File: src/rtl/sal_ref_ctrl_if.sv
// Refresh controller <-> scheduler / bank-controller handshake bundle.
interface sal_ref_ctrl_if #(parameter int BK_CNT = 16);
  logic              ref_block_o;
  logic              ref_req_o;
  logic              ref_done_o;
  logic              ref_gnt_i;
  logic [BK_CNT-1:0] bk_idle_arr_i;
  logic              bk_req_any_i;

  modport master (
    output ref_block_o, ref_req_o, ref_done_o,
    input  ref_gnt_i, bk_idle_arr_i, bk_req_any_i
  );

  modport slave (
    input  ref_block_o, ref_req_o, ref_done_o,
    output ref_gnt_i, bk_idle_arr_i, bk_req_any_i
  );
endinterface

File: src/rtl/sal_ref_ctrl.sv
// All-bank refresh controller: tREFI tick generation, postponed-refresh
// accounting, opportunistic/urgent refresh sequencing and tRFC timing.
module sal_ref_ctrl #(
  parameter int BK_CNT   = 16,
  parameter int REFI_W   = 16,
  parameter int RFC_W    = 10,
  parameter int MAX_PEND = 8
) (
  input  logic              clk,
  input  logic              rst,
  input  logic              ref_en_i,
  input  logic [REFI_W-1:0] t_refi_m1_i,
  input  logic [RFC_W-1:0]  t_rfc_m1_i,
  input  logic [3:0]        urgent_thr_i,
  sal_ref_ctrl_if.master    bus,
  output logic [3:0]        pend_cnt_o,
  output logic              pend_ovf_o
);
  localparam logic [3:0] MAX_P = 4'(MAX_PEND);

  typedef enum logic [1:0] {IDLE, DRAIN, REQ, RFC} state_e;

  state_e            state_q, state_d;
  logic [REFI_W-1:0] refi_q, refi_d;
  logic [RFC_W-1:0]  rfc_q, rfc_d;
  logic [3:0]        pend_q, pend_d;
  logic              ovf_q, ovf_d;
  logic              done;
  logic              tick, gnt_ok, all_idle, opp;
  logic [BK_CNT-1:0] idle_w;

  assign idle_w = bus.bk_idle_arr_i;

  always_comb begin
    tick     = ref_en_i && (refi_q == '0);
    gnt_ok   = bus.ref_gnt_i && (state_q == REQ);
    all_idle = &idle_w;
    opp      = (pend_q != 4'd0) && all_idle && !bus.bk_req_any_i;

    refi_d = (!ref_en_i || tick) ? t_refi_m1_i : refi_q - 1'b1;

    // Tick and grant in the same cycle cancel out.
    pend_d = pend_q;
    ovf_d  = ovf_q;
    if (tick && !gnt_ok) begin
      if (pend_q >= MAX_P) ovf_d = 1'b1;
      else                 pend_d = pend_q + 4'd1;
    end else if (gnt_ok && !tick && pend_q != 4'd0) begin
      pend_d = pend_q - 4'd1;
    end

    state_d = state_q;
    rfc_d   = rfc_q;
    done    = 1'b0;
    case (state_q)
      IDLE: begin
        if (opp)                          state_d = REQ;
        else if (pend_q >= urgent_thr_i)  state_d = DRAIN;
      end
      DRAIN: if (all_idle) state_d = REQ;
      // Request stays up even if banks reopen; the scheduler gates the grant.
      REQ: if (bus.ref_gnt_i) begin
        state_d = RFC;
        rfc_d   = t_rfc_m1_i;
      end
      RFC: begin
        if (rfc_q == '0) begin
          done    = 1'b1;
          state_d = IDLE;
        end else begin
          rfc_d = rfc_q - 1'b1;
        end
      end
      default: state_d = IDLE;
    endcase
  end

  always_ff @(posedge clk) begin
    if (rst) begin
      state_q <= IDLE;
      refi_q  <= t_refi_m1_i;
      rfc_q   <= '0;
      pend_q  <= 4'd0;
      ovf_q   <= 1'b0;
    end else begin
      state_q <= state_d;
      refi_q  <= refi_d;
      rfc_q   <= rfc_d;
      pend_q  <= pend_d;
      ovf_q   <= ovf_d;
    end
  end

  assign bus.ref_block_o = (state_q != IDLE);
  assign bus.ref_req_o   = (state_q == REQ);
  assign bus.ref_done_o  = done;
  assign pend_cnt_o      = pend_q;
  assign pend_ovf_o      = ovf_q;
endmodule

File: src/flat_wrapper.sv
// flat-port wrapper written by rule: the top's interface ports become plain ports
module sal_ref_ctrl_flat 
#(
  parameter int BK_CNT   = 16,
  parameter int REFI_W   = 16,
  parameter int RFC_W    = 10,
  parameter int MAX_PEND = 8
)
  (clk, rst, ref_en_i, t_refi_m1_i, t_rfc_m1_i, urgent_thr_i, pend_cnt_o, pend_ovf_o, bus_ref_block_o, bus_ref_req_o, bus_ref_done_o, bus_ref_gnt_i, bus_bk_idle_arr_i, bus_bk_req_any_i);
  sal_ref_ctrl_if #(.BK_CNT(BK_CNT)) bus_i ();
  input  logic clk;
  input  logic rst;
  input  logic ref_en_i;
  input  logic [REFI_W-1:0] t_refi_m1_i;
  input  logic [RFC_W-1:0] t_rfc_m1_i;
  input  logic [3:0] urgent_thr_i;
  output logic [3:0] pend_cnt_o;
  output logic pend_ovf_o;
  output wire logic [$bits(bus_i.ref_block_o)-1:0] bus_ref_block_o;
  output wire logic [$bits(bus_i.ref_req_o)-1:0] bus_ref_req_o;
  output wire logic [$bits(bus_i.ref_done_o)-1:0] bus_ref_done_o;
  input wire logic [$bits(bus_i.ref_gnt_i)-1:0] bus_ref_gnt_i;
  input wire logic [$bits(bus_i.bk_idle_arr_i)-1:0] bus_bk_idle_arr_i;
  input wire logic [$bits(bus_i.bk_req_any_i)-1:0] bus_bk_req_any_i;
  assign bus_ref_block_o = bus_i.ref_block_o;
  assign bus_ref_req_o = bus_i.ref_req_o;
  assign bus_ref_done_o = bus_i.ref_done_o;
  assign bus_i.ref_gnt_i = bus_ref_gnt_i;
  assign bus_i.bk_idle_arr_i = bus_bk_idle_arr_i;
  assign bus_i.bk_req_any_i = bus_bk_req_any_i;
  sal_ref_ctrl #(.BK_CNT(BK_CNT), .REFI_W(REFI_W), .RFC_W(RFC_W), .MAX_PEND(MAX_PEND)) u_core (.clk(clk), .rst(rst), .ref_en_i(ref_en_i), .t_refi_m1_i(t_refi_m1_i), .t_rfc_m1_i(t_rfc_m1_i), .urgent_thr_i(urgent_thr_i), .bus(bus_i), .pend_cnt_o(pend_cnt_o), .pend_ovf_o(pend_ovf_o));
endmodule
File: config.mk
export PLATFORM = sky130hd
export DESIGN_NAME = sal_ref_ctrl_flat
export DESIGN_NICKNAME = d
export VERILOG_FILES = /design/src/rtl/sal_ref_ctrl_if.sv /design/src/rtl/sal_ref_ctrl.sv /design/src/flat_wrapper.sv
export SDC_FILE = /design/constraint.sdc
export NUM_CORES = 1
export LEC_CHECK = 0
export ABC_AREA = 1
export BUFFER_PORTS_ARGS = -buffer_cell sky130_fd_sc_hd__buf_2
export CAP_MARGIN = 20
export CORE_UTILIZATION = 53
export CTS_CLUSTER_SIZE = 16
export DETAILED_ROUTE_END_ITERATION = 16
export PLACE_DENSITY = 0.8
export REMOVE_ABC_BUFFERS = 1
export SLEW_MARGIN = 30
export SYNTH_ARGS = -nofsm -noshare
export SYNTH_HDL_FRONTEND = slang
export SYNTH_SLANG_ARGS = --single-unit
File: constraint.sdc
create_clock -name clk -period 2.2 [get_ports clk]
set_input_delay 0.22 -clock clk [delete_from_list [all_inputs] [get_ports clk]]
set_output_delay 0.22 -clock clk [all_outputs]
set_load 0.05 [all_outputs]
==> results_dict.tcl <==
set metrics [dict create \
    grt_max_degree 17 \
    fin_crit_sh_pct 92.61 \
    grt_usage_pct 22.50 \
    dp_hpwl_microns 3839 \
    ant_nets 0 \
    timing.fmax_mhz 490.8 \
    syn_avg_cell_area_sq_um 6.959 \
    synth_area_leaders "dfxtp_1 29%, nand2_1 12%, ha_1 8.1%" \
    core_sq_um 4086 \
    cts_resized 0 \
    num_vias 2218 \
    synth_most_common_cell "nand2_1" \
    synth_top_area_share_pct 28.68 \
    die_h_microns 67.93 \
    hold_class "primary input to flip-flop" \
    crit_arrival_ns 2.22 \
    clock-sinks 33 \
    async_reset_ff_share_pct 0 \
    p_leak_nw 1.332 \
    viasPerCell 4.984 \
    n_antenna_cell 0 \
    first_pass_iters 4 \
    finalWeightedCongestion 0.8176 \
    worstSetupPathType "flip-flop to flip-flop" \
    finalHoldViolCount 0 \
    clk_latency_ns 0.29 \
    dieArea_sq_um 4614 \
    routed_wl_microns 4767 \
    crit_path_start_kind "flip-flop" \
    wl_per_cell_microns 10.71 \
    drc 0 \
    seq_area_frac_synth_pct 28.68 \
    initial_core_util_pct 56.37 \
    num_rows 23 \
    cts_tree "yes" \
    yosys-top-cells-count "71 x nand2_1, 46 x inv_1, 40 x nor2_1" \
    die_w_microns 67.93 \
    post_cts_buffers 0 \
    antenna_found_initial 0 \
    clk_pin_slew_worst_paths_ns 0.07 \
    maxCapViolCount 0 \
    cp.required_ns 2.38 \
    overflow 0 \
    ys_ff_latch 33 \
    ys_types 35 \
    path_max_fanout 4 \
    cts_buffers 5 \
    place_ws_ns 0.1284 \
    grt_pass1_vias 1970 \
    synthFlopType "dfxtp_1" \
    finalSetupViolations 0 \
    hold_ws_ns 0.1335 \
    tightest_slew_ns 0.3046 \
    drive_above_1_share_pct 25.32 \
    max-clock-path-buffers 2 \
    fin_skew_ns 0.005903 \
    portBuffers 58 \
    status "completed" \
    worst_slack_ns 0.1627 \
    ir_worst_vdd_v 0.0005945 \
    drt_iter0_drc 62 \
    cts_root_buf "clkbuf_8" \
    fin_nets 461 \
    period_minus_slack_ns 2.037 \
    endpoint_kind "flip-flop" \
    slew_headroom_pct 79.67 \
    io_pins 59 \
    slew_viol_final 0 \
    area_growth_pct 18.31 \
    htree_levels 2 \
    power_mw 2.365 \
    netlist_area_sq_um 2303 \
    syn_inst 331 \
    synth_edf_count 0 \
    synth_largest_area_cell "dfxtp_1" \
    grt_pass1_wl_microns 7872 \
    holdBufCountCts 0 \
    synth_warnings 0 \
    cellPowerDensity_nw_per_um2 868.0 \
]
[power breakdown]
part           switching (mW)  internal (mW)  leakage (nW)
clock                   0.235          0.218        0.0439
sequential              0.104          0.709         0.273
combinational           0.683          0.416          1.02
[path summary, 6_finish.rpt]
check                     from                    to  slack, ns  cells after the start
max          u_core.state_q[0]  u_core.pend_cnt_o[3]       0.16                     14
min            t_refi_m1_i[13]     u_core.refi_q[13]       0.13                      3
max reg2reg  u_core.state_q[0]  u_core.pend_cnt_o[3]       0.16                     14
min reg2reg   u_core.refi_q[0]      u_core.refi_q[0]       0.46                      1
[flip-flops by register name, indices dropped and copies added (netlist names)]
signal and flops:
u_core.state_q 2, u_core.rfc_q 10, u_core.pend_cnt_o 4, u_core.refi_q 16
u_core.pend_ovf_o 1
[per-stage QoR]
stage / area, sq um / setup TNS, ns / utilization (%) / cells
3_3_place_gp: 2636 / 0 / 64.51 / 437
3_5_place_dp: 2636 / 0 / 64.51 / 437
6_report: 2725 / 0 / 66.69 / 445
2_1_floorplan: 2261 / -0.08908 / - / 326
4_1_cts: 2723 / 0 / 66.63 / 445
5_1_grt: 2725 / -0.002836 / 66.69 / 445
[routing by layer]
layer  vias up  GRT usage (%)  part of all wire [%]
met4         0          9.635                   1.8
met5         -              0                     0
met3         7          4.167                   3.2
met1       988          23.71                    45
met2        38          42.77                    50
li1       1185              -                     -
[final cells by class]
type,count,area [sq um]
clock buffer,5,68.82
clock inverter,3,17.52
fill,382,1361
inverter,50,187.7
multi-input combinational,243,1415
sequential,33,660.6
tap,50,62.56
timing repair buffer,61,312.8
[cells in the final DEF, fill, tap and decap left out, types with 4 or more instances in the layout]
cell type,netlist,layout
nor2_1,40,40
dfxtp_1,33,33
a31oi_1,7,7
nand3_1,10,10
nor2_2,7,7
inv_1,46,46
clkbuf_8,0,5
nand3_2,5,5
nand4_1,5,5
nand2_2,3,4
buf_2,1,58
nor3_1,5,5
nor2_4,5,5
a21oi_1,10,10
ha_1,15,15
o21ai_1,11,11
o21ai_0,20,20
inv_2,4,4
xor2_1,12,12
nand2_1,71,70
[critical path: stages (launching register included)]
cell and delay [ns]:
dfxtp_1 0.36, inv_1 0.10, ha_1 0.25, nand2_2 0.12
nand4_4 0.12, ha_1 0.32, a21boi_1 0.15, nor2_1 0.12
inv_1 0.05, nand2_1 0.06, nand2_1 0.05, inv_1 0.07
nand3_1 0.07, nand2_1 0.07, nor2_1 0.03
[kinds of logic (layout without fill, tap and decap cells)]
logic type                 count (synthesis)  count (layout)  synth area share, %
adders and majority gates                 16              16                9.017
DFF                                       33              33                28.68
buffers and inverters                     55             119                9.994
AOI/OAI and AO/OA                         56              56                13.91
muxes                                      1               1               0.4346
xor gates and xnor gates                  15              15                5.704
and+or+nand+nor                          155             155                32.27
Power figures use the tool's default switching activity.
